===== src/rtl/measure_tx_sched_pkg.sv =====
// Shared definitions for the measurement-probe TX scheduler: FSM encoding,
// XGMII control bytes, protocol constants and frame-length limits.
package measure_tx_sched_pkg;

  typedef enum logic [2:0] {
    ST_IDLE = 3'd0,
    ST_SOF  = 3'd1,
    ST_BODY = 3'd2,
    ST_TERM = 3'd3,
    ST_IFG  = 3'd4
  } state_t;

  localparam logic [7:0]  XGMII_IDLE     = 8'h07;
  localparam logic [7:0]  XGMII_START    = 8'hFB;
  localparam logic [7:0]  XGMII_TERM     = 8'hFD;
  localparam logic [7:0]  XGMII_PRE      = 8'h55;
  localparam logic [7:0]  XGMII_SFD      = 8'hD5;
  localparam logic [63:0] XGMII_IDLE_WORD = {8{XGMII_IDLE}};

  localparam logic [15:0] ETHERTYPE_IPV4 = 16'h0800;
  localparam logic [7:0]  IP_VER_IHL     = 8'h45;
  localparam logic [7:0]  IP_TTL         = 8'h40;
  localparam logic [7:0]  IP_PROTO_UDP   = 8'h11;

  localparam logic [15:0] MIN_FRAME_LEN  = 16'd64;
  localparam logic [15:0] MAX_FRAME_LEN  = 16'd1520;

  // Clamp the requested length and return the number of 8-byte body words.
  function automatic logic [7:0] body_words(input logic [15:0] len);
    logic [15:0] l;
    if (len < MIN_FRAME_LEN) begin
      l = MIN_FRAME_LEN;
    end else if (len > MAX_FRAME_LEN) begin
      l = MAX_FRAME_LEN;
    end else begin
      l = len;
    end
    return 8'(l >> 3);
  endfunction

endpackage


===== src/rtl/measure_tx_word.sv =====
// Combinational XGMII word generator: maps (state, body word index, timestamp)
// onto the 64-bit data / 8-bit control lanes of the probe frame.
module measure_tx_word
  import measure_tx_sched_pkg::*;
#(
  parameter logic [47:0] SRC_MAC   = 48'h003776_000101,
  parameter logic [47:0] DST_MAC   = 48'hffffff_ffffff,
  parameter logic [31:0] SRC_IP    = 32'h0A00_1569,
  parameter logic [31:0] DST_IP    = 32'h0A00_156A,
  parameter logic [15:0] UDP_DPORT = 16'd3422,
  parameter logic [31:0] MAGIC     = 32'h0
) (
  input  state_t      state,
  input  logic [7:0]  word_idx,
  input  logic [31:0] ts,
  output logic [63:0] txd,
  output logic [7:0]  txc
);

  // First 56 frame bytes (words 1..7), byte 0 in the top bits; checksums,
  // lengths, IDs and the source port stay zero.
  logic [447:0] hdr_s;
  assign hdr_s = {DST_MAC, SRC_MAC, ETHERTYPE_IPV4, IP_VER_IHL, 8'h00, 48'h0,
                  IP_TTL, IP_PROTO_UDP, 16'h0, SRC_IP, DST_IP, 16'h0, UDP_DPORT,
                  32'h0, MAGIC, ts, 48'h0};

  // Lane selection per state; lane 0 carries the earliest byte on the wire.
  always_comb begin
    txd = XGMII_IDLE_WORD;
    txc = 8'hff;
    case (state)
      ST_SOF: begin
        txd = {XGMII_SFD, {6{XGMII_PRE}}, XGMII_START};
        txc = 8'h01;
      end
      ST_BODY: begin
        txc = 8'h00;
        txd = 64'h0;
        if ((word_idx >= 8'd1) && (word_idx <= 8'd7)) begin
          for (int lane = 0; lane < 8; lane++) begin
            txd[8*lane +: 8] = hdr_s[8*(55 - (8*(int'(word_idx) - 1) + lane)) +: 8];
          end
        end else begin
          txd = 64'h0;
        end
      end
      ST_TERM: begin
        txd = {{7{XGMII_IDLE}}, XGMII_TERM};
        txc = 8'hff;
      end
      default: begin
        txd = XGMII_IDLE_WORD;
        txc = 8'hff;
      end
    endcase
  end

endmodule


===== src/rtl/measure_tx_sched.sv =====
// Burst sequencer for timestamped UDP probe frames on a 64-bit XGMII TX port.
// Optional feature macro: MEASURE_TX_STATS_EN adds the tx_frames counter output.
module measure_tx_sched
  import measure_tx_sched_pkg::*;
#(
  parameter logic [47:0] SRC_MAC   = 48'h003776_000101,
  parameter logic [47:0] DST_MAC   = 48'hffffff_ffffff,
  parameter logic [31:0] SRC_IP    = 32'h0A00_1569,
  parameter logic [31:0] DST_IP    = 32'h0A00_156A,
  parameter logic [15:0] UDP_DPORT = 16'd3422,
  parameter logic [31:0] MAGIC     = 32'h0
) (
  input  logic        sys_clk,
  input  logic        sys_rst_n,
  input  logic [31:0] global_counter,
  input  logic        start,
  input  logic        stop,
  input  logic [15:0] frame_len,
  input  logic [15:0] ifg_cycles,
  input  logic [31:0] frame_count,
  output logic        busy,
  output logic        done,
  output logic [63:0] xgmii_txd,
  output logic [7:0]  xgmii_txc
`ifdef MEASURE_TX_STATS_EN
  ,
  output logic [31:0] tx_frames
`endif
);

  logic [1:0]  rst_sync_q;
  logic        rst_int_n;
  state_t      state_q, state_d;
  logic [7:0]  nwords_q, nwords_d, word_q, word_d;
  logic [15:0] ifg_q, ifg_d, ifg_cnt_q, ifg_cnt_d, ifg_tgt_s;
  logic [31:0] count_q, count_d, sent_q, sent_d, ts_q, ts_d;
  logic        stop_pend_q, stop_pend_d, busy_q, busy_d, done_q, done_d;
  logic        burst_end_s;
  logic [63:0] txd_q, txd_s;
  logic [7:0]  txc_q, txc_s;
`ifdef MEASURE_TX_STATS_EN
  logic [31:0] tx_frames_q, tx_frames_d;
`endif

  // Reset asserts asynchronously but releases two clock edges later.
  always_ff @(posedge sys_clk or negedge sys_rst_n) begin
    if (!sys_rst_n) begin
      rst_sync_q <= 2'b00;
    end else begin
      rst_sync_q <= {rst_sync_q[0], 1'b1};
    end
  end
  assign rst_int_n = rst_sync_q[1];

  // Next-state logic; stop is only remembered once a burst is running.
  always_comb begin
    state_d     = state_q;
    nwords_d    = nwords_q;
    word_d      = word_q;
    ifg_d       = ifg_q;
    ifg_cnt_d   = ifg_cnt_q;
    count_d     = count_q;
    sent_d      = sent_q;
    ts_d        = ts_q;
    stop_pend_d = stop_pend_q | stop;
    done_d      = 1'b0;
    ifg_tgt_s   = (ifg_q == 16'd0) ? 16'd1 : ifg_q;
    burst_end_s = stop_pend_q || ((count_q != 32'd0) && (sent_q >= count_q));
    case (state_q)
      ST_IDLE: begin
        if (start) begin
          state_d     = ST_SOF;
          nwords_d    = body_words(frame_len);
          ifg_d       = ifg_cycles;
          count_d     = frame_count;
          sent_d      = 32'd0;
          stop_pend_d = stop;
        end else begin
          stop_pend_d = 1'b0;
        end
      end
      ST_SOF: begin
        state_d = ST_BODY;
        word_d  = 8'd1;
        ts_d    = global_counter;
      end
      ST_BODY: begin
        if (word_q >= nwords_q) begin
          state_d = ST_TERM;
        end else begin
          word_d = word_q + 8'd1;
        end
      end
      ST_TERM: begin
        state_d   = ST_IFG;
        ifg_cnt_d = 16'd1;
        // Saturate so an unlimited burst never wraps back onto a small count.
        if (sent_q != 32'hffff_ffff) begin
          sent_d = sent_q + 32'd1;
        end else begin
          sent_d = sent_q;
        end
      end
      ST_IFG: begin
        if (ifg_cnt_q >= ifg_tgt_s) begin
          if (burst_end_s) begin
            state_d     = ST_IDLE;
            done_d      = 1'b1;
            stop_pend_d = 1'b0;
          end else begin
            state_d = ST_SOF;
          end
        end else begin
          ifg_cnt_d = ifg_cnt_q + 16'd1;
        end
      end
      default: begin
        state_d = ST_IDLE;
      end
    endcase
    busy_d = (state_d != ST_IDLE);
  end

  // Outputs are generated from the next state so they register in step with it.
  measure_tx_word #(
    .SRC_MAC(SRC_MAC), .DST_MAC(DST_MAC), .SRC_IP(SRC_IP),
    .DST_IP(DST_IP), .UDP_DPORT(UDP_DPORT), .MAGIC(MAGIC)
  ) u_word (
    .state   (state_d),
    .word_idx(word_d),
    .ts      (ts_q),
    .txd     (txd_s),
    .txc     (txc_s)
  );

  // Sequencer and output registers.
  always_ff @(posedge sys_clk or negedge rst_int_n) begin
    if (!rst_int_n) begin
      state_q     <= ST_IDLE;
      nwords_q    <= 8'd0;
      word_q      <= 8'd0;
      ifg_q       <= 16'd0;
      ifg_cnt_q   <= 16'd0;
      count_q     <= 32'd0;
      sent_q      <= 32'd0;
      ts_q        <= 32'd0;
      stop_pend_q <= 1'b0;
      busy_q      <= 1'b0;
      done_q      <= 1'b0;
      txd_q       <= XGMII_IDLE_WORD;
      txc_q       <= 8'hff;
    end else begin
      state_q     <= state_d;
      nwords_q    <= nwords_d;
      word_q      <= word_d;
      ifg_q       <= ifg_d;
      ifg_cnt_q   <= ifg_cnt_d;
      count_q     <= count_d;
      sent_q      <= sent_d;
      ts_q        <= ts_d;
      stop_pend_q <= stop_pend_d;
      busy_q      <= busy_d;
      done_q      <= done_d;
      txd_q       <= txd_s;
      txc_q       <= txc_s;
    end
  end

  assign busy      = busy_q;
  assign done      = done_q;
  assign xgmii_txd = txd_q;
  assign xgmii_txc = txc_q;

`ifdef MEASURE_TX_STATS_EN
  // One count per TERM word actually transmitted.
  always_comb begin
    tx_frames_d = tx_frames_q;
    if (state_q == ST_TERM) begin
      tx_frames_d = tx_frames_q + 32'd1;
    end else begin
      tx_frames_d = tx_frames_q;
    end
  end

  // Frame statistics register.
  always_ff @(posedge sys_clk or negedge rst_int_n) begin
    if (!rst_int_n) begin
      tx_frames_q <= 32'd0;
    end else begin
      tx_frames_q <= tx_frames_d;
    end
  end

  assign tx_frames = tx_frames_q;
`endif

endmodule


===== config.mk =====
export PLATFORM = sky130hd
export DESIGN_NAME = measure_tx_sched
export DESIGN_NICKNAME = d
export VERILOG_FILES = /design/src/rtl/measure_tx_sched_pkg.sv /design/src/rtl/measure_tx_word.sv /design/src/rtl/measure_tx_sched.sv
export SDC_FILE = /design/constraint.sdc
export NUM_CORES = 1
export LEC_CHECK = 0
export CAP_MARGIN = 25
export CORE_UTILIZATION = 49
export DETAILED_ROUTE_END_ITERATION = 8
export GPL_ROUTABILITY_DRIVEN = 0
export PLACE_DENSITY = 0.77
export SLEW_MARGIN = 20
export SYNTH_ARGS = -nofsm -noshare
export SYNTH_HDL_FRONTEND = slang
export SYNTH_SLANG_ARGS = --single-unit

===== constraint.sdc =====
create_clock -name sys_clk -period 5.95 [get_ports sys_clk]
set_input_delay 1.19 -clock sys_clk [delete_from_list [all_inputs] [get_ports sys_clk]]
set_output_delay 1.19 -clock sys_clk [all_outputs]
set_load 0.02 [all_outputs]

==> metrics.md, run 1 <==
| Metric | Value |
|---|---|
| Status | `complete, no violations` |
| VDD IR-drop max | `0.197 mV` |
| Dpl ws | `0.970 ns` |
| Post-Synthesis Cell Area | `between 0.01 and 0.015 mm2` |
| Root Driver | `clkbuf_16` |
| Reg area | `just over 0.005 mm2` |
| Critical path arrival | `5.55 ns` |
| CP Max Fanout | `22` |
| Syn. warnings | `0` |
| Post-synthesis register bit count | `approximately 200` |
| Clock sink count | `202` |
| Total number of vias | `8570` |
| Area of the multi-input gates | `0.00473 mm2` |
| Max-Cap Viols | `0` |
| Largest net degree at the start of global routing | `between 200 and 250` |
| Syn_nets | `around 1300` |
| Ys async rst share | `100%` |
| First-pass GRT wire length | `42.3 mm` |
| Syn avg cell area | `9.18 um2` |
| P_leak | `between 5 and 6 nW` |
| H-tree depth | `1` |
| Crit end category | `register` |
| Cts hold-fix bufs | `0` |
| Clk Latency, worst-skew pair | `0.52 ns` |
| Area grow syn2layout | `25.1%` |
| Tmin final | `about 5 ns` |
| Tcrit/Tclk final | `86.1%` |
| Cell variety after synth | `~70` |
| Initial DRT Pass Iterations | `6` |
| Area of the core | `0.0206 mm2` |
| Setup CP Type | `register to register` |
| Row count | `52` |
| Clock slew at reported path FFs | `0.06 ns` |
| Worst min-delay path class | `register to asynchronous set/reset pin` |
| Clock skew | `0.0120 ns` |
| Synth Instances | `1135` |
| Grt ovf | `0` |
| Antenna violations before repair | `0` |
| Vias in the first global route | `about 8300` |
| Final worst slack | `0.825 ns` |
| Initial Util | `50.7%` |
| # fillers | `1725` |
| DRT iter0 DRCs | `slightly below 700` |
| Fraction of layout cells with a size suffix above 1 | `6.58%` |
| Antenna Nets Post-Route | `0` |
| Fmax achieved | `195 MHz` |
| Worst Tran Pin Value | `0.828 ns` |
| Final TNS setup | `0 ns` |
| Top Ports | `roughly 170` |
| Die Height | `148 um` |
| Register area share after synthesis | `48.8%` |
| PwrDens | `386 mW/mm2` |
| RSZ-0062 raised after global routing | `false` |
| DR WL/cell | `16.5 um` |
| Slowest-stage cell, CP | `dfrtp_1` |
| TritonCTS Buffers | `23` |
| Post_cts resized | `0` |
| Final setup vio count | `0` |
| Vias per cell | `between 5 and 6` |
| Reg2Reg Setup Slack | `0.82 ns` |
| Fin. max-slew vios | `0` |
| Port bufs | `173` |
| Primary FF master, synth | `dfrtp_1` |
| CTS tree | `done` |
| Relative slew slack | `between 40 and 50%` |
| Die Area | `0.0218 mm2` |
| Most frequent cells after synthesis | `nand2_1 (202), dfrtp_1 (180), o21ai_0 (102)` |
| Setup Buffers After CTS | `0` |
| CP Launch Type | `register` |
| Antenna diodes | `0` |
| Clock Path Buffers | `3` |
| Layout Utilization | `63.4%` |
| Area share of the largest cell type after synthesis | `43.2%` |
| HPWL Detailed | `18.1 mm` |
| # DRC | `0` |
| Most common cell in the netlist | `nand2_1` |
| Top area cells in the synthesized netlist | `dfrtp_1 (43%), ha_1 (7.4%), nand2_1 (7.3%)` |
| EDFF count, synth | `0` |
| Fin nets | `1437` |
| Die width | `roughly 150 um` |
| Tot GR Track Use | `24.0%` |
| Critical path cell sequence | `ha_1 -> a211o_1 -> a31oi_1 -> o21a_1 -> nand3_1 -> o21ai_1 -> clkinv_1 -> ha_1 -> xor2_1 -> xnor2_1 -> a211o_1 -> nand4_2 -> or3_4 -> o31ai_2` |
| Max incr delay on CP | `0.68 ns` |
| Final WL | `about 26 mm` |
| CP required | `6.37 ns` |
| Final hold vios | `0` |
| Post-synth top area cell | `dfrtp_1` |
flip-flops by register name (all words and copies together) (netlist names), 2 cells and up:
signal and flops:
ts_q 32, ifg_cnt_q 16, rst_sync_q 2, sent_q 32, xgmii_txd 48, count_q 32
state_q 3, nwords_q 8, xgmii_txc 2, ifg_q 16, word_q 8
per-stage QoR:
step	std cells	total power, W	hold slack [ns]	cell area, um2
floorplan	1135	0.00308	0.331	10400
global placement	1519	0.00346	0.335	12200
detailed placement	1519	0.00354	0.336	12200
CTS	1560	0.00504	0.364	13000
global route	1561	0.00536	0.377	13000
finish	1561	0.00503	0.359	13000
cells by family (layout without fill, tap and decap cells):
| group | count (synthesis) | in the layout | share of synthesized area (%) |
|---|---|---|---|
| other | 1 | 1 | 0.0360 |
| and+or+nand+nor | 454 | 454 | 20.3 |
| DFF | 202 | 202 | 48.8 |
| buffers and inverters | 137 | 293 | 5.85 |
| AOI/OAI and AO/OA | 230 | 230 | 13.3 |
| muxes | 5 | 5 | 0.552 |
| adders and majority gates | 62 | 62 | 7.45 |
| xor gates and xnor gates | 44 | 44 | 3.70 |
placed cells by master (no fill, tap or decap), types with 16 or more instances in the layout:
cell	count
clkdlybuf4s50_1	173
nor4_1	18
a21oi_1	45
xor2_1	29
a21o_1	17
clkbuf_16	23
nor2_1	93
and3_1	16
inv_1	70
nand2_1	202
o21ai_0	102
nand4_1	33
ha_1	62
dfstp_2	22
dfrtp_1	179
nand3_1	26
area by class of cell:
cell class	count	area share, %
tap	270	2.59
inverter	72	2.07
timing repair buffer	180	13.9
clock buffer	31	4.95
clock inverter	10	1.13
sequential	202	39.0
multi-input combinational	796	36.3
routing by layer:
layer | global-route usage [%] | up-vias | share of wire, %
met4 | 5.88 | 0 | 1.6
met3 | 3.73 | 42 | 5.8
met1 | 34.4 | 4086 | 46
li1 | - | 4153 | -
met2 | 38.1 | 289 | 46
met5 | 0 | - | 0
final timing paths:
kind                                    startpoint                       to  cells after the start
hold / removal             rst_sync_q[1]$_DFF_PN0_      word_q[6]$_DFF_PN0_                      1
max in group asynchronous  rst_sync_q[1]$_DFF_PN0_  count_q[30]$_DFFE_PN0P_                      2
setup reg to reg               word_q[2]$_DFF_PN0_  xgmii_txd[14]$_DFF_PN0_                     14
setup / recovery               word_q[2]$_DFF_PN0_  xgmii_txd[14]$_DFF_PN0_                     14
hold reg to reg            rst_sync_q[1]$_DFF_PN0_      word_q[6]$_DFF_PN0_                      1
min in group sys_clk       rst_sync_q[0]$_DFF_PN0_  rst_sync_q[1]$_DFF_PN0_                      0
power breakdown:
part           total (W)  switching [W]  internal [W]
combinational    0.00152       0.000882      0.000639
sequential       0.00203       0.000296       0.00174
clock            0.00147       0.000576      0.000898
worst max-delay path: cells and delay by family (launching register included):
family | cells | cell delay [ns]
adders and majority gates | 2 | 0.75
and+or+nand+nor | 3 | 1.16
AOI/OAI and AO/OA | 6 | 1.65
DFF | 1 | 0.68
buffers and inverters | 1 | 0.45
xor gates and xnor gates | 2 | 0.36
Note: power is estimated with default switching activity, not from simulation.
==> inputs of run 2 (changes only) <==
--- a/config.mk
+++ b/config.mk
@@ -5,12 +5,15 @@
 export SDC_FILE = /design/constraint.sdc
 export NUM_CORES = 1
 export LEC_CHECK = 0
+export ABC_AREA = 1
 export CAP_MARGIN = 25
 export CORE_UTILIZATION = 49
 export DETAILED_ROUTE_END_ITERATION = 8
 export GPL_ROUTABILITY_DRIVEN = 0
+export GPL_TIMING_DRIVEN = 0
 export PLACE_DENSITY = 0.77
 export SLEW_MARGIN = 20
 export SYNTH_ARGS = -nofsm -noshare
 export SYNTH_HDL_FRONTEND = slang
 export SYNTH_SLANG_ARGS = --single-unit
+export TNS_END_PERCENT = 50
==> metrics.md, run 2 <==
| Metric | Value |
|---|---|
| Root Driver | `clkbuf_16` |
| Vias in the first global route | `9315` |
| # DRC | `0` |
| Area of the core | `~0.021 mm2` |
| Antenna diodes | `0` |
| R2R Path Start | `word_q[7]$_DFF_PN0_` |
| Commonest non-fill, non-tap cell in the layout | `nand2_1` |
| Fraction of layout cells with a size suffix above 1 | `8.34%` |
| Port bufs | `173` |
| Area share of the largest cell type after synthesis | `41.7%` |
| Cts hold-fix bufs | `0` |
| FF-to-FF End | `xgmii_txd[33]$_DFF_PN1_` |
| Worst min-delay path class | `register to asynchronous set/reset pin` |
| Final hold vios | `0` |
| Top area cells in the synthesized netlist | `dfrtp_1 (42%), nand2_1 (13%), ha_1 (7.2%)` |
| Final setup vio count | `0` |
| Post-synth top area cell | `dfrtp_1` |
| Clk Latency, worst-skew pair | `about 0.50 ns` |
| Most frequent cells after synthesis | `nand2_1 (374), dfrtp_1 (180), inv_1 (156)` |
| Crit end category | `register` |
| Synth Instances | `1318` |
| Final worst slack | `between 2 and 2.5 ns` |
| Grt ovf | `0` |
| Initial Util | `around half` |
| DRT iter0 DRCs | `about 620` |
| DR WL/cell | `16.0 um` |
| VDD IR-drop max | `0.299 mV` |
| Initial DRT Pass Iterations | `8` |
| PwrDens | `around 500 mW/mm2` |
| Status | `complete, no violations` |
| Post-Synthesis Cell Area | `0.0108 mm2` |
| Post-synthesis register bit count | `202` |
| Clock share of power | `between 20 and 25%` |
| Final WL | `28.9 mm` |
| Clock slew at reported path FFs | `around 0.06 ns` |
| Syn avg cell area | `8.20 um2` |
| Clock skew | `roughly 0.0097 ns` |
| Tmin final | `roughly 3.7 ns` |
| Tot GR Track Use | `25.7%` |
| Largest net degree at the start of global routing | `60` |
| Syn_nets | `~1500` |
| Antenna violations before repair | `0` |
| Tcrit/Tclk final | `62.7%` |
| Reg2reg path depth | `21` |
| Most frequent cells in the layout | `nand2_1 (374), dfrtp_1 (179), clkdlybuf4s50_1 (173)` |
| Antenna Nets Post-Route | `0` |
| Switching portion of total power | `42.1%` |
| P_leak | `6.57 nW` |
| Cell variety after synth | `54` |
| CP Launch Type | `register` |
| Total number of vias | `9640` |
| Worst Tran Pin Value | `0.722 ns` |
| Vias per cell | `5.33` |
| Setup Buffers After CTS | `0` |
| Top Ports | `174` |
| Net switching power | `0.00291 W` |
| RSZ-0062 raised after global routing | `false` |
| Area grow syn2layout | `27.8%` |
| Clock sink count | `202` |
| Critical path arrival | `4.17 ns` |
| Register area share after synthesis | `47.0%` |
| Design area | `0.0138 mm2` |
| Final TNS setup | `0 ns` |
| Clock Path Buffers | `3` |
| Fmax achieved | `268 MHz` |
| Max-Cap Viols | `0` |
| Primary FF master, synth | `dfrtp_1` |
| First-pass GRT wire length | `about 46 mm` |
| HPWL Detailed | `22.1 mm` |
| Reg2Reg Setup Slack | `2.22 ns` |
| Internal cell power | `0.00399 W` |
| Die Area | `0.0227 mm2` |
| CP required | `6.39 ns` |
| Post_cts resized | `0` |
| Max reg flops | `48` |
| Reg power frac | `roughly 31%` |
| Die width | `151 um` |
| Fin. max-slew vios | `0` |
| EDFF count, synth | `0` |
| Relative slew slack | `51.9%` |
| CTS tree | `done` |
| Dpl ws | `2.28 ns` |
| Syn. warnings | `0` |
| Fin nets | `1681` |
| Die Height | `151 um` |
| Post-DP Area | `0.0130 mm2` |
| CP Max Fanout | `11` |
| Combinational power share | `46.7%` |
| Most common cell in the netlist | `nand2_1` |
| Ys async rst share | `100%` |
| Row count | `between 50 and 60` |
| H-tree depth | `1` |
| Setup CP Type | `register to register` |
| TritonCTS Buffers | `22` |
## run 2: through the flow
| stage | std cells | util [%] | hold slack [ns] | power [W] |
|---|---|---|---|---|
| 5_1_grt | 1810 | 64.7 | 0.332 | 0.00738 |
| 2_1_floorplan | 1318 | - | 0.331 | 0.00424 |
| 6_report | 1810 | 64.7 | 0.279 | 0.00690 |
| 3_3_place_gp | 1766 | 60.4 | 0.339 | 0.00524 |
| 3_5_place_dp | 1770 | 60.8 | 0.294 | 0.00535 |
| 4_1_cts | 1810 | 64.7 | 0.302 | 0.00690 |
## run 2: cell type report
class	instances	area, um2
fillers	1748	7530
clock inverters	7	138
well taps	275	344
plain buffers	55	300
inverters	163	612
repair buffers	177	1830
flip-flops and latches	202	5090
multi-input cells	898	4820
clock buffers	33	693
## run 2: worst max-delay path: stages, from the launching register on
cell,delay [ns]
dfrtp_1,0.42
ha_1,0.32
nand2_1,0.08
nor2_1,0.21
nand4_1,0.25
nand3_4,0.22
nand2_2,0.08
nand2_4,0.15
a21oi_4,0.09
buf_6,0.16
inv_1,0.08
buf_2,0.24
ha_1,0.26
inv_1,0.05
nand2_1,0.06
inv_1,0.06
nand2_1,0.04
nand3_1,0.11
nand3_4,0.19
nor2_1,0.27
nand3_1,0.20
nand2_1,0.11
## run 2: metal layers
| layer | wire length (um) | up-vias | global-route usage, % |
|---|---|---|---|
| met2 | 14000 | 327 | 43.7 |
| met3 | 1600 | 93 | 2.79 |
| met5 | 0 | - | 0 |
| li1 | - | 4713 | - |
| met4 | 1410 | 0 | 12.1 |
| met1 | 11900 | 4507 | 32.8 |
## run 2: power by group through the flow
stage                     Sequential [W]  Clock [W]  Combinational, W
after CTS                        0.00215    0.00154           0.00321
after global placement           0.00218          0           0.00306
after global routing             0.00220    0.00160           0.00359
after floorplan                  0.00226          0           0.00198
final                            0.00215    0.00153           0.00322
after detailed placement         0.00217          0           0.00318
## run 2: cell families (layout without fill, tap and decap cells)
group | Yosys count | after routing | share of synthesized area, %
AND/OR/NAND/NOR | 616 | 616 | 25.6
buffers and inverters | 218 | 435 | 8.44
AO/OA/AOI/OAI | 205 | 205 | 10.6
flip-flops | 202 | 202 | 47.0
adder cells (fa/ha/maj) | 62 | 62 | 7.17
XOR/XNOR | 14 | 14 | 1.13
other | 1 | 1 | 0.0347
## run 2: how the worst max path moves through the flow
stage	start	endpoint	slack, ns	depth (start not counted)
after detailed placement	word_q[7]$_DFF_PN0_	xgmii_txd[38]$_DFF_PN0_	2.28	20
after global routing	word_q[7]$_DFF_PN0_	xgmii_txd[33]$_DFF_PN1_	1.87	21
final	word_q[7]$_DFF_PN0_	xgmii_txd[33]$_DFF_PN1_	2.22	21
after global placement	rst_sync_q[1]$_DFF_PN0_	xgmii_txd[47]$_DFF_PN0_	1.41	0
after CTS	nwords_q[7]$_DFFE_PN0P_	xgmii_txd[38]$_DFF_PN0_	2.27	21
after floorplan	rst_sync_q[1]$_DFF_PN0_	busy$_DFF_PN0_	2.64	0
==> inputs of run 3 (changes only) <==
--- a/config.mk
+++ b/config.mk
@@ -7,11 +7,11 @@
 export LEC_CHECK = 0
 export ABC_AREA = 1
 export CAP_MARGIN = 25
-export CORE_UTILIZATION = 49
+export CORE_UTILIZATION = 54
 export DETAILED_ROUTE_END_ITERATION = 8
 export GPL_ROUTABILITY_DRIVEN = 0
 export GPL_TIMING_DRIVEN = 0
-export PLACE_DENSITY = 0.77
+export PLACE_DENSITY = 0.8
 export SLEW_MARGIN = 20
 export SYNTH_ARGS = -nofsm -noshare
 export SYNTH_HDL_FRONTEND = slang
==> constraint.sdc (replaced) <==
create_clock -name sys_clk -period 3.86 [get_ports sys_clk]
set_input_delay 0.772 -clock sys_clk [delete_from_list [all_inputs] [get_ports sys_clk]]
set_output_delay 0.772 -clock sys_clk [all_outputs]
set_load 0.02 [all_outputs]
==> metrics.md, run 3 (synthesis results as in run 2) <==
| Metric | Value |
|---|---|
| Status | `complete, no violations` |
| Design area | `0.0139 mm2` |
| DR WL/cell | `15.8 um` |
| First-pass GRT wire length | `46.4 mm` |
| Antenna violations before repair | `0` |
| Dpl ws | `0.195 ns` |
| Final hold vios | `0` |
| RSZ-0062 raised after global routing | `false` |
| Dpl cells | `1760` |
| Die Height | `144 um` |
| Grt ovf | `0` |
| Largest net degree at the start of global routing | `49` |
| Clock skew | `0.0186 ns` |
| Vias in the first global route | `roughly 9500` |
| VDD IR-drop max | `0.534 mV` |
| # DRC | `0` |
| Clk Latency, worst-skew pair | `between 0.5 and 0.6 ns` |
| Final setup vio count | `0` |
| P_leak | `6.62 nW` |
| TritonCTS Buffers | `23` |
| CTS tree | `done` |
| Area grow syn2layout | `28.9%` |
| Fin. max-slew vios | `0` |
| Max-Cap Viols | `0` |
| Crit end category | `register` |
| Fin nets | `1689` |
| Commonest non-fill, non-tap cell in the layout | `nand2_1` |
| Cts hold-fix bufs | `0` |
| Row count | `51` |
| Area of the core | `roughly 0.02 mm2` |
| CP Launch Type | `register` |
| Most frequent cells in the layout | `nand2_1 (372), dfrtp_1 (178), clkdlybuf4s50_1 (173)` |
| Initial DRT Pass Iterations | `5` |
| Worst min-delay path class | `register to asynchronous set/reset pin` |
| Die width | `approximately 140 um` |
| Non-Filler Instances | `1808` |
| H-tree depth | `1` |
| Clock slew at reported path FFs | `0.06 ns` |
| Tmin final | `3.62 ns` |
| Vias per cell | `between 5 and 6` |
| Tot GR Track Use | `28.4%` |
| HPWL Detailed | `~21 mm` |
| Total power | `roughly 0.011 W` |
| Tcrit/Tclk final | `93.8%` |
| Setup CP Type | `register to register` |
| Critical path arrival | `4.04 ns` |
| Antenna Nets Post-Route | `0` |
| Worst Tran Pin Value | `0.850 ns` |
| Final WL | `28.5 mm` |
| DRT iter0 DRCs | `825` |
| Relative slew slack | `a little over two fifths` |
| Port bufs | `~170` |
| Max reg flops | `between 40 and 50` |
| CP required | `around 4.3 ns` |
| Fraction of layout cells with a size suffix above 1 | `under 10%` |
| Antenna diodes | `0` |
| Root Driver | `clkbuf_16` |
| Total number of vias | `9870` |
| Final worst slack | `0.241 ns` |
| CP Max Fanout | `11` |
| PwrDens | `785 mW/mm2` |
| Initial Util | `55.4%` |
| Clock Path Buffers | `3` |
| Top Ports | `174` |
| Die Area | `0.0206 mm2` |
| Fmax achieved | `roughly 280 MHz` |
| Post-DP Area | `0.0130 mm2` |
| Clock sink count | `202` |
run 3: cell count changes in the layout (fill, tap and decap cells not counted), moves of 3 or more:
cell        change
bufinv_16       +3
clkinvlp_4      +3
clkbuf_8        -4
clkbuf_1        -3
buf_4           +8
run 3: cell type report:
cell class | count | area [um2]
clock inverters | 14 | 259
well taps | 265 | 332
inverters | 163 | 612
fillers | 1493 | 5590
plain buffers | 54 | 299
flip-flops and latches | 202 | 5090
clock buffers | 27 | 631
multi-input cells | 898 | 4830
repair buffers | 185 | 1890
run 3: metal layers:
metal  track usage, %  vias to the layer above  part of all wire, %
li1                 -                     4731                    -
met1             37.6                     4703                   42
met2             48.2                      366                   49
met3             3.47                       70                  5.4
met4             9.63                        0                  3.3
met5                0                        -                    0
run 3: repair_timing:
item,4_1_cts,5_1_grt
hold endpoints to repair,0,0
endpoints found under the setup margin,0,41
resized for setup,0,6
setup buffers,0,8
run 3: power by group:
| group | switching (W) | total (W) | internal [W] | leakage, nW |
|---|---|---|---|---|
| Sequential | 0.000392 | 0.00331 | 0.00291 | 2.56 |
| Combinational | 0.00330 | 0.00511 | 0.00181 | 3.64 |
| Clock | 0.000893 | 0.00253 | 0.00164 | 0.424 |
run 3: stage by stage:
| stage | hold WS (ns) | utilization (%) | TNS (ns) |
|---|---|---|---|
| after floorplan | 0.331 | - | 0 |
| after global placement | 0.337 | 65.9 | -105.07 |
| after detailed placement | 0.259 | 66.4 | 0 |
| after CTS | 0.260 | 71.0 | 0 |
| after global routing | 0.280 | 71.4 | 0 |
| final | 0.242 | 71.4 | 0 |
run 3: critical path, cell delays in order, from the launching register on:
cell and delay [ns]:
dfrtp_2 0.47, ha_1 0.31, a21oi_1 0.19, nand2_1 0.09, nand2_2 0.11, nand3_4 0.11, nand2_2 0.10, nand2_4 0.11
a21oi_4 0.20, buf_6 0.17, inv_1 0.07, clkbuf_4 0.20, ha_1 0.31, inv_1 0.05, nand2_1 0.07, inv_1 0.06
nand2_1 0.05, nand3_1 0.12, nand3_4 0.17, nor2_4 0.27, nand2_2 0.12, o21ai_1 0.16
run 3: final timing paths:
check | from | end | slack, ns | depth (start not counted)
setup / recovery | word_q[3]$_DFF_PN0_ | xgmii_txd[14]$_DFF_PN0_ | 0.24 | 21
hold / removal | rst_sync_q[1]$_DFF_PN0_ | ifg_q[15]$_DFFE_PN0P_ | 0.24 | 0
setup reg to reg | word_q[3]$_DFF_PN0_ | xgmii_txd[14]$_DFF_PN0_ | 0.24 | 21
hold reg to reg | rst_sync_q[1]$_DFF_PN0_ | ifg_q[15]$_DFFE_PN0P_ | 0.24 | 0
max in group asynchronous | rst_sync_q[1]$_DFF_PN0_ | xgmii_txd[41]$_DFF_PN1_ | 2.71 | 2
min in group sys_clk | rst_sync_q[0]$_DFF_PN0_ | rst_sync_q[1]$_DFF_PN0_ | 0.35 | 0
